## config.mk

```make
export PLATFORM = sky130hd
export DESIGN_NAME = pipeline_regs_flat
export DESIGN_NICKNAME = d
export VERILOG_FILES = /design/src/rtl/pipeline_regs_if.sv /design/src/rtl/pipeline_regs.sv /design/src/flat_wrapper.sv
export SDC_FILE = /design/constraint.sdc
export NUM_CORES = 1
export LEC_CHECK = 0
export BUFFER_PORTS_ARGS = -buffer_cell sky130_fd_sc_hd__buf_2
export CORE_AREA = 3 3 288 290
export CTS_CLUSTER_SIZE = 10
export DETAILED_ROUTE_END_ITERATION = 10
export DIE_AREA = 0 0 291 293
export GPL_TIMING_DRIVEN = 0
export PLACE_DENSITY_LB_ADDON = 0.05
export SYNTH_ARGS = -nofsm -noshare
export SYNTH_HDL_FRONTEND = slang
export SYNTH_SLANG_ARGS = --single-unit
export TNS_END_PERCENT = 20
```

## constraint.sdc

```tcl
create_clock -name clk -period 22.9 [get_ports clk]
set_input_delay 3.435 -clock clk [delete_from_list [all_inputs] [get_ports clk]]
set_output_delay 3.435 -clock clk [all_outputs]
set_load 0.005 [all_outputs]
```

## src/rtl/pipeline_regs_if.sv

```systemverilog
// Stage-register bank signal bundle: hazard controls, stage inputs from the core datapath,
// and registered stage outputs consumed by the datapath and the hazard unit.
interface pipeline_regs_if;
    logic        StallF, StallD, FlushD, FlushE;
    logic [31:0] PCNextF, PCF;
    logic [31:0] InstrF, PCPlus4F, InstrD, PCPlus4D;
    logic        RegWriteD, MemToRegD, MemWriteD, ALUSrcD, RegDstD;
    logic [2:0]  ALUControlD;
    logic [31:0] RD1D, RD2D, SignImmD;
    logic [4:0]  RsD, RtD, RdD;
    logic        RegWriteE, MemToRegE, MemWriteE, ALUSrcE, RegDstE;
    logic [2:0]  ALUControlE;
    logic [31:0] RD1E, RD2E, SignImmE;
    logic [4:0]  RsE, RtE, RdE, WriteRegE;
    logic [31:0] ALUOutE, WriteDataE;
    logic        RegWriteM, MemToRegM, MemWriteM;
    logic [31:0] ALUOutM, WriteDataM, ReadDataM;
    logic [4:0]  WriteRegM;
    logic        RegWriteW, MemToRegW, MemWriteW;
    logic [31:0] ALUOutW, ReadDataW;
    logic [4:0]  WriteRegW;
    logic [31:0] StallCount, FlushCount;

    modport master (
        output StallF, StallD, FlushD, FlushE, PCNextF, InstrF, PCPlus4F,
               RegWriteD, MemToRegD, MemWriteD, ALUSrcD, RegDstD, ALUControlD,
               RD1D, RD2D, SignImmD, RsD, RtD, RdD, ALUOutE, WriteDataE, ReadDataM,
        input  PCF, InstrD, PCPlus4D,
               RegWriteE, MemToRegE, MemWriteE, ALUSrcE, RegDstE, ALUControlE,
               RD1E, RD2E, SignImmE, RsE, RtE, RdE, WriteRegE,
               RegWriteM, MemToRegM, MemWriteM, ALUOutM, WriteDataM, WriteRegM,
               RegWriteW, MemToRegW, MemWriteW, ALUOutW, ReadDataW, WriteRegW,
               StallCount, FlushCount
    );

    modport slave (
        input  StallF, StallD, FlushD, FlushE, PCNextF, InstrF, PCPlus4F,
               RegWriteD, MemToRegD, MemWriteD, ALUSrcD, RegDstD, ALUControlD,
               RD1D, RD2D, SignImmD, RsD, RtD, RdD, ALUOutE, WriteDataE, ReadDataM,
        output PCF, InstrD, PCPlus4D,
               RegWriteE, MemToRegE, MemWriteE, ALUSrcE, RegDstE, ALUControlE,
               RD1E, RD2E, SignImmE, RsE, RtE, RdE, WriteRegE,
               RegWriteM, MemToRegM, MemWriteM, ALUOutM, WriteDataM, WriteRegM,
               RegWriteW, MemToRegW, MemWriteW, ALUOutW, ReadDataW, WriteRegW,
               StallCount, FlushCount
    );
endinterface

```

## src/rtl/pipeline_regs.sv

```systemverilog
// F/D/E/M/W stage registers for the five-stage MIPS core, with stall and flush
// event counters for performance debug.
module pipeline_regs #(
    parameter logic [31:0] RESET_PC = 32'h0000_0000
) (
    input logic           clk,
    input logic           reset,
    pipeline_regs_if.slave bus
);

    typedef struct packed {
        logic        reg_write;
        logic        mem_to_reg;
        logic        mem_write;
        logic        alu_src;
        logic        reg_dst;
        logic [2:0]  alu_control;
        logic [31:0] rd1;
        logic [31:0] rd2;
        logic [31:0] sign_imm;
        logic [4:0]  rs;
        logic [4:0]  rt;
        logic [4:0]  rd;
    } ex_reg_t;

    typedef struct packed {
        logic        reg_write;
        logic        mem_to_reg;
        logic        mem_write;
        logic [31:0] alu_out;
        logic [31:0] write_data;
        logic [4:0]  write_reg;
    } mem_reg_t;

    typedef struct packed {
        logic        reg_write;
        logic        mem_to_reg;
        logic        mem_write;
        logic [31:0] alu_out;
        logic [31:0] read_data;
        logic [4:0]  write_reg;
    } wb_reg_t;

    logic [31:0] pcf_q, pcf_d;
    logic [31:0] instr_q, instr_d;
    logic [31:0] pc_plus4_q, pc_plus4_d;
    ex_reg_t     ex_q, ex_d;
    mem_reg_t    mem_q, mem_d;
    wb_reg_t     wb_q, wb_d;
    logic [31:0] stall_count_q, stall_count_d;
    logic [31:0] flush_count_q, flush_count_d;
    logic [4:0]  write_reg_e;

    assign write_reg_e = ex_q.reg_dst ? ex_q.rd : ex_q.rt;

    always_comb begin
        pcf_d = bus.StallF ? pcf_q : bus.PCNextF;

        // Flush beats stall so a taken branch still squashes a held instruction.
        instr_d    = instr_q;
        pc_plus4_d = pc_plus4_q;
        if (bus.FlushD) begin
            instr_d    = '0;
            pc_plus4_d = '0;
        end else if (!bus.StallD) begin
            instr_d    = bus.InstrF;
            pc_plus4_d = bus.PCPlus4F;
        end

        ex_d = '0;
        if (!bus.FlushE) begin
            ex_d.reg_write   = bus.RegWriteD;
            ex_d.mem_to_reg  = bus.MemToRegD;
            ex_d.mem_write   = bus.MemWriteD;
            ex_d.alu_src     = bus.ALUSrcD;
            ex_d.reg_dst     = bus.RegDstD;
            ex_d.alu_control = bus.ALUControlD;
            ex_d.rd1         = bus.RD1D;
            ex_d.rd2         = bus.RD2D;
            ex_d.sign_imm    = bus.SignImmD;
            ex_d.rs          = bus.RsD;
            ex_d.rt          = bus.RtD;
            ex_d.rd          = bus.RdD;
        end

        mem_d.reg_write  = ex_q.reg_write;
        mem_d.mem_to_reg = ex_q.mem_to_reg;
        mem_d.mem_write  = ex_q.mem_write;
        mem_d.alu_out    = bus.ALUOutE;
        mem_d.write_data = bus.WriteDataE;
        mem_d.write_reg  = write_reg_e;

        wb_d.reg_write   = mem_q.reg_write;
        wb_d.mem_to_reg  = mem_q.mem_to_reg;
        wb_d.mem_write   = mem_q.mem_write;
        wb_d.alu_out     = mem_q.alu_out;
        wb_d.read_data   = bus.ReadDataM;
        wb_d.write_reg   = mem_q.write_reg;

        stall_count_d = stall_count_q + {31'd0, bus.StallD};
        flush_count_d = flush_count_q + {31'd0, bus.FlushD | bus.FlushE};
    end

    always_ff @(posedge clk or posedge reset) begin
        if (reset) begin
            pcf_q         <= RESET_PC;
            instr_q       <= '0;
            pc_plus4_q    <= '0;
            ex_q          <= '0;
            mem_q         <= '0;
            wb_q          <= '0;
            stall_count_q <= '0;
            flush_count_q <= '0;
        end else begin
            pcf_q         <= pcf_d;
            instr_q       <= instr_d;
            pc_plus4_q    <= pc_plus4_d;
            ex_q          <= ex_d;
            mem_q         <= mem_d;
            wb_q          <= wb_d;
            stall_count_q <= stall_count_d;
            flush_count_q <= flush_count_d;
        end
    end

    assign bus.PCF         = pcf_q;
    assign bus.InstrD      = instr_q;
    assign bus.PCPlus4D    = pc_plus4_q;
    assign bus.RegWriteE   = ex_q.reg_write;
    assign bus.MemToRegE   = ex_q.mem_to_reg;
    assign bus.MemWriteE   = ex_q.mem_write;
    assign bus.ALUSrcE     = ex_q.alu_src;
    assign bus.RegDstE     = ex_q.reg_dst;
    assign bus.ALUControlE = ex_q.alu_control;
    assign bus.RD1E        = ex_q.rd1;
    assign bus.RD2E        = ex_q.rd2;
    assign bus.SignImmE    = ex_q.sign_imm;
    assign bus.RsE         = ex_q.rs;
    assign bus.RtE         = ex_q.rt;
    assign bus.RdE         = ex_q.rd;
    assign bus.WriteRegE   = write_reg_e;
    assign bus.RegWriteM   = mem_q.reg_write;
    assign bus.MemToRegM   = mem_q.mem_to_reg;
    assign bus.MemWriteM   = mem_q.mem_write;
    assign bus.ALUOutM     = mem_q.alu_out;
    assign bus.WriteDataM  = mem_q.write_data;
    assign bus.WriteRegM   = mem_q.write_reg;
    assign bus.RegWriteW   = wb_q.reg_write;
    assign bus.MemToRegW   = wb_q.mem_to_reg;
    assign bus.MemWriteW   = wb_q.mem_write;
    assign bus.ALUOutW     = wb_q.alu_out;
    assign bus.ReadDataW   = wb_q.read_data;
    assign bus.WriteRegW   = wb_q.write_reg;
    assign bus.StallCount  = stall_count_q;
    assign bus.FlushCount  = flush_count_q;

endmodule

```

## src/flat_wrapper.sv

```systemverilog
// flat-port wrapper written by rule: the top's interface ports become plain ports
module pipeline_regs_flat 
#(
    parameter logic [31:0] RESET_PC = 32'h0000_0000
)
  (clk, reset, bus_StallF, bus_StallD, bus_FlushD, bus_FlushE, bus_PCNextF, bus_InstrF, bus_PCPlus4F, bus_RegWriteD, bus_MemToRegD, bus_MemWriteD, bus_ALUSrcD, bus_RegDstD, bus_ALUControlD, bus_RD1D, bus_RD2D, bus_SignImmD, bus_RsD, bus_RtD, bus_RdD, bus_ALUOutE, bus_WriteDataE, bus_ReadDataM, bus_PCF, bus_InstrD, bus_PCPlus4D, bus_RegWriteE, bus_MemToRegE, bus_MemWriteE, bus_ALUSrcE, bus_RegDstE, bus_ALUControlE, bus_RD1E, bus_RD2E, bus_SignImmE, bus_RsE, bus_RtE, bus_RdE, bus_WriteRegE, bus_RegWriteM, bus_MemToRegM, bus_MemWriteM, bus_ALUOutM, bus_WriteDataM, bus_WriteRegM, bus_RegWriteW, bus_MemToRegW, bus_MemWriteW, bus_ALUOutW, bus_ReadDataW, bus_WriteRegW, bus_StallCount, bus_FlushCount);
  pipeline_regs_if bus_i ();
  input logic clk;
  input logic reset;
  input wire logic [$bits(bus_i.StallF)-1:0] bus_StallF;
  input wire logic [$bits(bus_i.StallD)-1:0] bus_StallD;
  input wire logic [$bits(bus_i.FlushD)-1:0] bus_FlushD;
  input wire logic [$bits(bus_i.FlushE)-1:0] bus_FlushE;
  input wire logic [$bits(bus_i.PCNextF)-1:0] bus_PCNextF;
  input wire logic [$bits(bus_i.InstrF)-1:0] bus_InstrF;
  input wire logic [$bits(bus_i.PCPlus4F)-1:0] bus_PCPlus4F;
  input wire logic [$bits(bus_i.RegWriteD)-1:0] bus_RegWriteD;
  input wire logic [$bits(bus_i.MemToRegD)-1:0] bus_MemToRegD;
  input wire logic [$bits(bus_i.MemWriteD)-1:0] bus_MemWriteD;
  input wire logic [$bits(bus_i.ALUSrcD)-1:0] bus_ALUSrcD;
  input wire logic [$bits(bus_i.RegDstD)-1:0] bus_RegDstD;
  input wire logic [$bits(bus_i.ALUControlD)-1:0] bus_ALUControlD;
  input wire logic [$bits(bus_i.RD1D)-1:0] bus_RD1D;
  input wire logic [$bits(bus_i.RD2D)-1:0] bus_RD2D;
  input wire logic [$bits(bus_i.SignImmD)-1:0] bus_SignImmD;
  input wire logic [$bits(bus_i.RsD)-1:0] bus_RsD;
  input wire logic [$bits(bus_i.RtD)-1:0] bus_RtD;
  input wire logic [$bits(bus_i.RdD)-1:0] bus_RdD;
  input wire logic [$bits(bus_i.ALUOutE)-1:0] bus_ALUOutE;
  input wire logic [$bits(bus_i.WriteDataE)-1:0] bus_WriteDataE;
  input wire logic [$bits(bus_i.ReadDataM)-1:0] bus_ReadDataM;
  output wire logic [$bits(bus_i.PCF)-1:0] bus_PCF;
  output wire logic [$bits(bus_i.InstrD)-1:0] bus_InstrD;
  output wire logic [$bits(bus_i.PCPlus4D)-1:0] bus_PCPlus4D;
  output wire logic [$bits(bus_i.RegWriteE)-1:0] bus_RegWriteE;
  output wire logic [$bits(bus_i.MemToRegE)-1:0] bus_MemToRegE;
  output wire logic [$bits(bus_i.MemWriteE)-1:0] bus_MemWriteE;
  output wire logic [$bits(bus_i.ALUSrcE)-1:0] bus_ALUSrcE;
  output wire logic [$bits(bus_i.RegDstE)-1:0] bus_RegDstE;
  output wire logic [$bits(bus_i.ALUControlE)-1:0] bus_ALUControlE;
  output wire logic [$bits(bus_i.RD1E)-1:0] bus_RD1E;
  output wire logic [$bits(bus_i.RD2E)-1:0] bus_RD2E;
  output wire logic [$bits(bus_i.SignImmE)-1:0] bus_SignImmE;
  output wire logic [$bits(bus_i.RsE)-1:0] bus_RsE;
  output wire logic [$bits(bus_i.RtE)-1:0] bus_RtE;
  output wire logic [$bits(bus_i.RdE)-1:0] bus_RdE;
  output wire logic [$bits(bus_i.WriteRegE)-1:0] bus_WriteRegE;
  output wire logic [$bits(bus_i.RegWriteM)-1:0] bus_RegWriteM;
  output wire logic [$bits(bus_i.MemToRegM)-1:0] bus_MemToRegM;
  output wire logic [$bits(bus_i.MemWriteM)-1:0] bus_MemWriteM;
  output wire logic [$bits(bus_i.ALUOutM)-1:0] bus_ALUOutM;
  output wire logic [$bits(bus_i.WriteDataM)-1:0] bus_WriteDataM;
  output wire logic [$bits(bus_i.WriteRegM)-1:0] bus_WriteRegM;
  output wire logic [$bits(bus_i.RegWriteW)-1:0] bus_RegWriteW;
  output wire logic [$bits(bus_i.MemToRegW)-1:0] bus_MemToRegW;
  output wire logic [$bits(bus_i.MemWriteW)-1:0] bus_MemWriteW;
  output wire logic [$bits(bus_i.ALUOutW)-1:0] bus_ALUOutW;
  output wire logic [$bits(bus_i.ReadDataW)-1:0] bus_ReadDataW;
  output wire logic [$bits(bus_i.WriteRegW)-1:0] bus_WriteRegW;
  output wire logic [$bits(bus_i.StallCount)-1:0] bus_StallCount;
  output wire logic [$bits(bus_i.FlushCount)-1:0] bus_FlushCount;
  assign bus_i.StallF = bus_StallF;
  assign bus_i.StallD = bus_StallD;
  assign bus_i.FlushD = bus_FlushD;
  assign bus_i.FlushE = bus_FlushE;
  assign bus_i.PCNextF = bus_PCNextF;
  assign bus_i.InstrF = bus_InstrF;
  assign bus_i.PCPlus4F = bus_PCPlus4F;
  assign bus_i.RegWriteD = bus_RegWriteD;
  assign bus_i.MemToRegD = bus_MemToRegD;
  assign bus_i.MemWriteD = bus_MemWriteD;
  assign bus_i.ALUSrcD = bus_ALUSrcD;
  assign bus_i.RegDstD = bus_RegDstD;
  assign bus_i.ALUControlD = bus_ALUControlD;
  assign bus_i.RD1D = bus_RD1D;
  assign bus_i.RD2D = bus_RD2D;
  assign bus_i.SignImmD = bus_SignImmD;
  assign bus_i.RsD = bus_RsD;
  assign bus_i.RtD = bus_RtD;
  assign bus_i.RdD = bus_RdD;
  assign bus_i.ALUOutE = bus_ALUOutE;
  assign bus_i.WriteDataE = bus_WriteDataE;
  assign bus_i.ReadDataM = bus_ReadDataM;
  assign bus_PCF = bus_i.PCF;
  assign bus_InstrD = bus_i.InstrD;
  assign bus_PCPlus4D = bus_i.PCPlus4D;
  assign bus_RegWriteE = bus_i.RegWriteE;
  assign bus_MemToRegE = bus_i.MemToRegE;
  assign bus_MemWriteE = bus_i.MemWriteE;
  assign bus_ALUSrcE = bus_i.ALUSrcE;
  assign bus_RegDstE = bus_i.RegDstE;
  assign bus_ALUControlE = bus_i.ALUControlE;
  assign bus_RD1E = bus_i.RD1E;
  assign bus_RD2E = bus_i.RD2E;
  assign bus_SignImmE = bus_i.SignImmE;
  assign bus_RsE = bus_i.RsE;
  assign bus_RtE = bus_i.RtE;
  assign bus_RdE = bus_i.RdE;
  assign bus_WriteRegE = bus_i.WriteRegE;
  assign bus_RegWriteM = bus_i.RegWriteM;
  assign bus_MemToRegM = bus_i.MemToRegM;
  assign bus_MemWriteM = bus_i.MemWriteM;
  assign bus_ALUOutM = bus_i.ALUOutM;
  assign bus_WriteDataM = bus_i.WriteDataM;
  assign bus_WriteRegM = bus_i.WriteRegM;
  assign bus_RegWriteW = bus_i.RegWriteW;
  assign bus_MemToRegW = bus_i.MemToRegW;
  assign bus_MemWriteW = bus_i.MemWriteW;
  assign bus_ALUOutW = bus_i.ALUOutW;
  assign bus_ReadDataW = bus_i.ReadDataW;
  assign bus_WriteRegW = bus_i.WriteRegW;
  assign bus_StallCount = bus_i.StallCount;
  assign bus_FlushCount = bus_i.FlushCount;
  pipeline_regs #(.RESET_PC(RESET_PC)) u_core (.clk(clk), .reset(reset), .bus(bus_i));
endmodule
```

* Yosys cells after proc, flatten, opt, wreduce, memory -nomap -nowiden
Index checks and enable logic that the tools add are counted. Widths: inputs -> output; s select.
Storage, ports and cells: flip-flop bits (word level) 423, bits of input ports 317, logic and storage cells 39
Cells by class: add/subtract/negate cells 2, eq/ne operators 1, mux-type cells 6, bitwise logic cells 1
Operator list (count):
- $mux 32 | 4
- $mux 119 | 1
- $add 32x1->32 | 2
- $mux 5 | 1
- $ne 2x1->1 const B | 1
- $or 1x1->1 | 1

* Logic depth before layout (Yosys ltp)
Gate-level depths: netlist of the first run.
word-level depth 2, mapped depth 9

* Worst setup path after synthesis of the first run
No wires, ideal clock.
path kind input-to-reg, start input port bus_FlushE, end register u_core.flush_count_q[26] (netlist: u_core.bus.FlushCount[26]), library setup time 0.079 ns, arrival 5.378 ns, data required time 22.821 ns, setup slack 17.443 ns, stages 9, path buffers 2, path through clkbuf_1 clkbuf_1 or2_2 ha_1 ha_1 and4_1 nand4_2 nor4_1 xor2_1
On the way: cells in the longest elaborated chain, start to end 2
Ends and longest elaborated chain:
- start: declaration | line flat_wrapper.sv:13 | input wire logic [$bits(bus_i.FlushE)-1:0] bus_FlushE;
- $or 1x1->1 | line pipeline_regs.sv:101 | flush_count_d = flush_count_q + {31'd0, bus.FlushD | bus.FlushE};
- $add 32x1->32 | line pipeline_regs.sv:101
- net u_core.flush_count_d[26] | line pipeline_regs.sv:51 | logic [31:0] flush_count_q, flush_count_d;
- end signal: assignment | line pipeline_regs.sv:122 | flush_count_q <= flush_count_d;
- end: declaration | line pipeline_regs.sv:51
The timed path passes the listed nets, and every way through them passes these cells. A chain may end at the register's enable or synchronous reset.

* Worst setup path after layout of the first run
Ends and elaborated chain as after synthesis.

==> summary.txt, run 1 <==
outcome -> complete, no violations
sequential fraction of the synthesis area -> 74.9%
count of cell types in the netlist -> 31
gr ovfl total -> 0
Hold Crit Class -> flip-flop to flip-flop
Clock Skew -> 0.00852 ns
syn nets -> 1251
post-CTS setup buffer count -> 0
Setup Crit Path Kind -> input port to flip-flop
Relative slew margins -> 41.2%
routed vias -> 10176
max-cap viol count -> 0
measured slew at the worst slew-check pin -> 0.875 ns
GR peak layer -> met2
vias per cell -> 3.60
Worst setup SP type -> input port
hold_buf cts -> 0
Cell Area, Synth -> 14100 um^2
syn_area_per_cell -> 15.2 um^2
Crit-path slowest cell -> clkbuf_1
CP Max Fanout -> 10
main combinational cell family by area after synthesis -> simple AND/OR/NAND/NOR gates
Die Y -> 293 um
Final ANT Viol Nets -> 0
met1 Usage GRT -> 13.2%
maximum number of pins on one net before global-route repair -> 116
post-synthesis compound-gate area fraction -> 0%
worst-path cell chain -> clkbuf_1 -> clkbuf_1 -> or2_2 -> ha_1 -> ha_1 -> and4_1 -> nand4_2 -> nor4_1 -> xor2_1
top post-synthesis cells by area -> dfrtp_1, nor2b_1, mux2i_1
fin worst setup slack -> 16.95 ns
Final Util -> 26.1%
Fin Setup TNS -> 0 ns
final hold violation count -> 0
I/O Buffers -> 741
yosys warns -> 0
cell taking the most area after synthesis -> dfrtp_1
vias in the first global route -> 11239
CTS Sinks -> 423
Total GRT Usage -> 13.0%
first-pass GRT wire length -> 81.9 mm
Num CTS Buffers -> 54
PwrDens -> 88.0 nW/um^2
met3 Use GR -> 5.84%
CP max stage delay -> 0.63 ns
commonest non-fill, non-tap cell in the layout -> buf_2
Slew Limit Fails -> 0
Reg clk slew, reported paths -> 0.06 ns
dpl ws -> 16.07 ns
core area -> 80500 um^2
Max Fclk -> 168 MHz
CTS resizes -> 0
FFs w/ async S/R, synth -> 100%
fin crit share -> 26.0%
Chip Width -> 291 um
CTS tree -> yes
# nets final -> 2051
Synth Register Bits -> 423
most frequent cells in the layout -> buf_2, dfrtp_1, nor2b_1, nor2_1, mux2i_1
Placer Congestion -> 0.744
initial antenna violation count -> 9
P&R area growth vs syn -> 48.6%
met2 Use GR -> 23.9%
Simple-Gate Fraction of Synth Area -> 12.2%
starting density of the core -> 17.5%
cells after synthesis -> 929
Crit path max-delay family -> buffers and inverters
top-area cell type share of the netlist area -> 74.9%
dpl hpwl -> 44.7 mm
RSZ-0062 raised after global routing -> false
Root Driver -> clkbuf_16
mux cell area share after synthesis -> 7.48%
Detailed Routing Iterations Pass 1 -> 4
wire per inst -> 20.2 um
Data arrival, critical path -> 6.46 ns
drt total wl -> 57.2 mm
DRC Markers -> 0
Synth Area in Adders -> 0.443%
# rows -> 104
setup violators final -> 0
Final Critical Period -> 5.95 ns
DRT iter0 DRCs -> 253
die area -> 85300 um^2
XOR/XNOR Fraction of Synth Area -> 3.72%
LEAKAGE -> 10.9 nW
fin cells -> 2827
clock latency on the worst-skew pair -> 0.60 ns
Most used DFF post-synth -> dfrtp_1
H-tree depth -> 2
Critical Path Sink Type -> flip-flop
IR drop worst, VDD -> 0.0000540 V
placed instance count -> 2733
Ports -> 745
Post-synth EDFFs -> 0
CTS max path bufs -> 3
WP buf/inv -> 2
share of layout cells above drive strength 1 -> 49.9%
CP Data Required Time -> 23.41 ns
[worst paths after layout]
path,start,to,slack (ns),cells past startpoint
min in group asynchronous,reset,u_core.bus.ReadDataW[25],2.95,2
worst max register to register,u_core.bus.StallCount[0],u_core.bus.StallCount[30],20.83,6
max in group asynchronous,reset,u_core.bus.InstrD[20],18.28,4
worst min register to register,u_core.bus.ALUOutM[24],u_core.bus.ALUOutW[24],0.37,0
worst max-delay path,bus_FlushE,u_core.bus.FlushCount[26],16.95,9
worst min-delay path,u_core.bus.ALUOutM[24],u_core.bus.ALUOutW[24],0.37,0
[area by class of cell]
cell class              count  area (um^2)
clock buffers              79         1560
flip-flops and latches    423        10600
diodes                      4         10.0
inverters                   7         33.8
well taps                1060         1330
repair buffers            744         3790
clock inverters            11          178
multi-input cells         466         3370
plain buffers              33          146
fillers                  8682        59500
[power by group]
part	internal, mW	leakage [nW]	switching, mW
sequential	0.796	5.30	0.0325
clock	0.502	0.849	0.339
combinational	0.0818	4.75	0.0960
total	1.38	10.9	0.468
[sequential cells by signal, indices dropped and copies added, names as in the netlist, 3 cells and up]
register,flops
u_core.bus.SignImmE,32
u_core.bus.RD1E,32
u_core.bus.ALUControlE,3
u_core.bus.ReadDataW,32
u_core.bus.RsE,5
u_core.bus.RD2E,32
u_core.bus.WriteRegM,5
u_core.bus.PCF,32
u_core.bus.ALUOutW,32
u_core.bus.InstrD,32
u_core.bus.RtE,5
u_core.bus.ALUOutM,32
u_core.bus.PCPlus4D,32
u_core.bus.WriteDataM,32
u_core.bus.FlushCount,32
u_core.bus.RdE,5
u_core.bus.StallCount,32
u_core.bus.WriteRegW,5
[cells in the mapped netlist (2+ instances only)]
master	instances
and2_1	6
mux2_2	37
mux2i_1	64
buf_1	5
nor2b_1	119
ha_1	5
nand2_1	20
clkbuf_1	20
nor4_1	7
dfrtp_1	423
and4_1	5
and3_1	6
buf_6	2
nand4_1	14
nand4_4	2
nor4_2	4
buf_2	6
inv_1	7
nor4_4	2
or4b_1	2
nor3_1	7
nand4_2	2
nor2_1	75
xnor2_1	35
xor2_1	25
nand3_1	24
[routing by layer]
metal	vias up	part of all wire [%]	wire length, um
met5	-	0.10	59
met4	10	2.6	1500
met3	95	9.9	5640
met2	417	53	30200
met1	4998	35	19800
li1	4656	-	-
[worst reg2reg max path, stage by stage, from the launching register on]
cell	delay, ns
dfrtp_1	0.35
ha_1	0.21
ha_1	0.20
nand3_1	0.25
nor4_2	0.58
nand4_1	0.21
xnor2_1	0.17
[metrics by stage]
step	cell area, um^2	hold slack [ns]	power (mW)
after floorplan	14100	0.376	0.905
after global placement	19200	0.355	1.03
after detailed placement	19300	0.355	1.03
after CTS	21000	0.369	1.90
after global routing	21000	0.373	1.95
final	21000	0.367	1.85
[cell families (layout without fill, tap and decap cells)]
family,after synthesis,count (layout)
other,0,4
buffers and inverters,40,874
and+or+nand+nor,300,300
DFF,423,423
adders and majority gates,5,5
xor gates and xnor gates,60,60
muxes,101,101
No activity file was read; power rests on OpenSTA's default activity.
==> run 2, diff against run 1 <==
==> constraint.sdc (replaced) <==
create_clock -name clk -period 5.35 [get_ports clk]
set_input_delay 0.8025 -clock clk [delete_from_list [all_inputs] [get_ports clk]]
set_output_delay 0.8025 -clock clk [all_outputs]
set_load 0.005 [all_outputs]
==> run 2 against run 1 <==
Via count increased by 0.28%; critical path depth did not move; cell area up 0.79%; clock power rose to 4.2 times the previous value; combinational power rose to 4.4 times the previous value; sequential power rose to 4.3 times the previous value; power rose to 4.3 times the previous value; global-route usage is 0.10 points higher; sequential share of layout area shrank 0.39 points; critical path type unchanged.
==> summary.txt, run 2 (synthesis gave the netlist of run 1 again) <==
outcome -> complete, no violations
LEAKAGE -> 11.0 nW
most frequent cells in the layout -> buf_2, dfrtp_1, nor2b_1, nor2_1, mux2i_1
hold_buf cts -> 0
placed instance count -> 2743
setup violators final -> 0
Data arrival, critical path -> 3.85 ns
CP Max Fanout -> 10
CTS max path bufs -> 3
max-cap viol count -> 0
H-tree depth -> 2
CP Data Required Time -> 5.87 ns
Seq pwr share -> 45.0%
met2 Use GR -> 24.0%
final hold violation count -> 0
commonest non-fill, non-tap cell in the layout -> buf_2
drt total wl -> 57.1 mm
Clock Skew -> 0.0113 ns
wire per inst -> 20.1 um
Critical Path Sink Type -> flip-flop
Num CTS Buffers -> 55
Final ANT Viol Nets -> 0
Clk network pwr share -> 45.2%
Ports -> 745
routed vias -> 10204
total net switching power -> 1.98 mW
CTS resizes -> 0
Hold Crit Class -> input port to asynchronous set/reset pin
# nets final -> 2062
Crit-path slowest cell -> clkbuf_1
# rows -> 104
Setup Crit Path Kind -> input port to flip-flop
fin crit share -> 62.2%
initial antenna violation count -> 15
I/O Buffers -> 741
DRC Markers -> 0
share of layout cells above drive strength 1 -> 50.1%
setup slack, reg-to-reg -> 3.28 ns
Placer Congestion -> 0.739
Reg clk slew, reported paths -> 0.06 ns
maximum number of pins on one net before global-route repair -> 41
Worst setup SP type -> input port
P&R area growth vs syn -> 49.8%
CTS Sinks -> 423
Comb pwr share -> 9.8%
Detailed Routing Iterations Pass 1 -> 4
gr ovfl total -> 0
Tot Pwr -> 7.89 mW
PwrDens -> 373 nW/um^2
Total GRT Usage -> 13.1%
CP max stage delay -> 0.69 ns
die area -> 85300 um^2
Final Critical Period -> 3.33 ns
Slew Limit Fails -> 0
Chip Width -> 291 um
DRT iter0 DRCs -> 269
vias in the first global route -> 11484
post-CTS setup buffer count -> 0
clock latency on the worst-skew pair -> 0.60 ns
core area -> 80500 um^2
dpl hpwl -> 45.7 mm
met3 Use GR -> 6.52%
IR drop worst, VDD -> 0.000191 V
first-pass GRT wire length -> 82.5 mm
R2R cell count -> 6
Sw Share -> 25.1%
r2r endpoint -> u_core.bus.FlushCount[26]
Root Driver -> clkbuf_16
starting density of the core -> 17.5%
RSZ-0062 raised after global routing -> false
Max Fclk -> 300 MHz
GR peak layer -> met2
Reg-to-Reg Start -> u_core.bus.FlushCount[0]
CTS tree -> yes
measured slew at the worst slew-check pin -> 0.891 ns
Fin Setup TNS -> 0 ns
vias per cell -> 3.59
worst-path cell chain -> clkbuf_1 -> clkbuf_1 -> or2_2 -> ha_1 -> ha_1 -> and4_1 -> nand4_2 -> nor4_1 -> xor2_1
internal power -> 5.91 mW
Relative slew margins -> 40.6%
fin cells -> 2841
Die Y -> 293 um
met1 Usage GRT -> 13.3%
-- run 2: cell count changes in the layout (fill, tap and decap cells not counted), moves of 3 or more --
| cell | delta |
|---|---|
| buf_12 | +13 |
| buf_16 | -3 |
| clkbuf_1 | +3 |
| clkbuf_8 | -3 |
| clkinv_2 | +3 |
-- run 2: power by group through the flow --
| stage | clock, mW | combinational (mW) | sequential (mW) |
|---|---|---|---|
| 6_report | 3.57 | 0.777 | 3.55 |
| 5_1_grt | 3.88 | 0.877 | 3.58 |
| 4_1_cts | 3.75 | 0.816 | 3.55 |
| 3_5_place_dp | 0 | 0.816 | 3.60 |
| 3_3_place_gp | 0 | 0.790 | 3.61 |
| 2_1_floorplan | 0 | 0.257 | 3.62 |
-- run 2: how the worst max path moves through the flow --
stage | end | from | depth (start not counted)
6_report | u_core.bus.FlushCount[26] | bus_FlushE | 9
4_1_cts | u_core.bus.FlushCount[26] | bus_FlushE | 9
5_1_grt | u_core.bus.FlushCount[26] | bus_FlushE | 9
3_5_place_dp | u_core.bus.FlushCount[26] | bus_FlushE | 9
3_3_place_gp | u_core.bus.RD2E[30] | reset | 2
2_1_floorplan | u_core.bus.ALUControlE[0] | reset | 1
-- run 2: cell type report --
cell class,count,area (um^2)
tap,1060,1330
fill,8609,59400
buffer,33,146
clock buffer,80,1550
clock inverter,14,174
inverter,7,30.0
timing repair buffer,754,3970
multi-input combinational,466,3370
antenna,4,10.0
sequential,423,10600
-- run 2: per-stage QoR --
stage / hold WS [ns] / setup WS, ns / instance area [um^2] / utilization [%]
finish: 0.270 / 2.02 / 21200 / 26.3
global route: 0.256 / 1.60 / 21200 / 26.3
CTS: 0.229 / 1.72 / 21200 / 26.3
detailed placement: 0.355 / 0.993 / 19400 / 24.1
global placement: 0.355 / -4.60 / 19200 / 23.8
floorplan: 0.376 / -1.16 / 14100 / -
-- run 2: critical path, delay by kind of cell --
| family | cells | cell delay [ns] |
|---|---|---|
| XOR/XNOR | 1 | 0.17 |
| adder cells (fa/ha/maj) | 2 | 0.45 |
| buffers and inverters | 2 | 1.20 |
| AND/OR/NAND/NOR | 4 | 1.21 |
-- run 2: metal layers --
layer	routed length, um	part of all wire, %	vias to the layer above
met4	1180	2.1	20
met5	132	0.23	-
met1	19800	35	5007
li1	-	-	4673
met2	29900	52	414
met3	6110	11	90
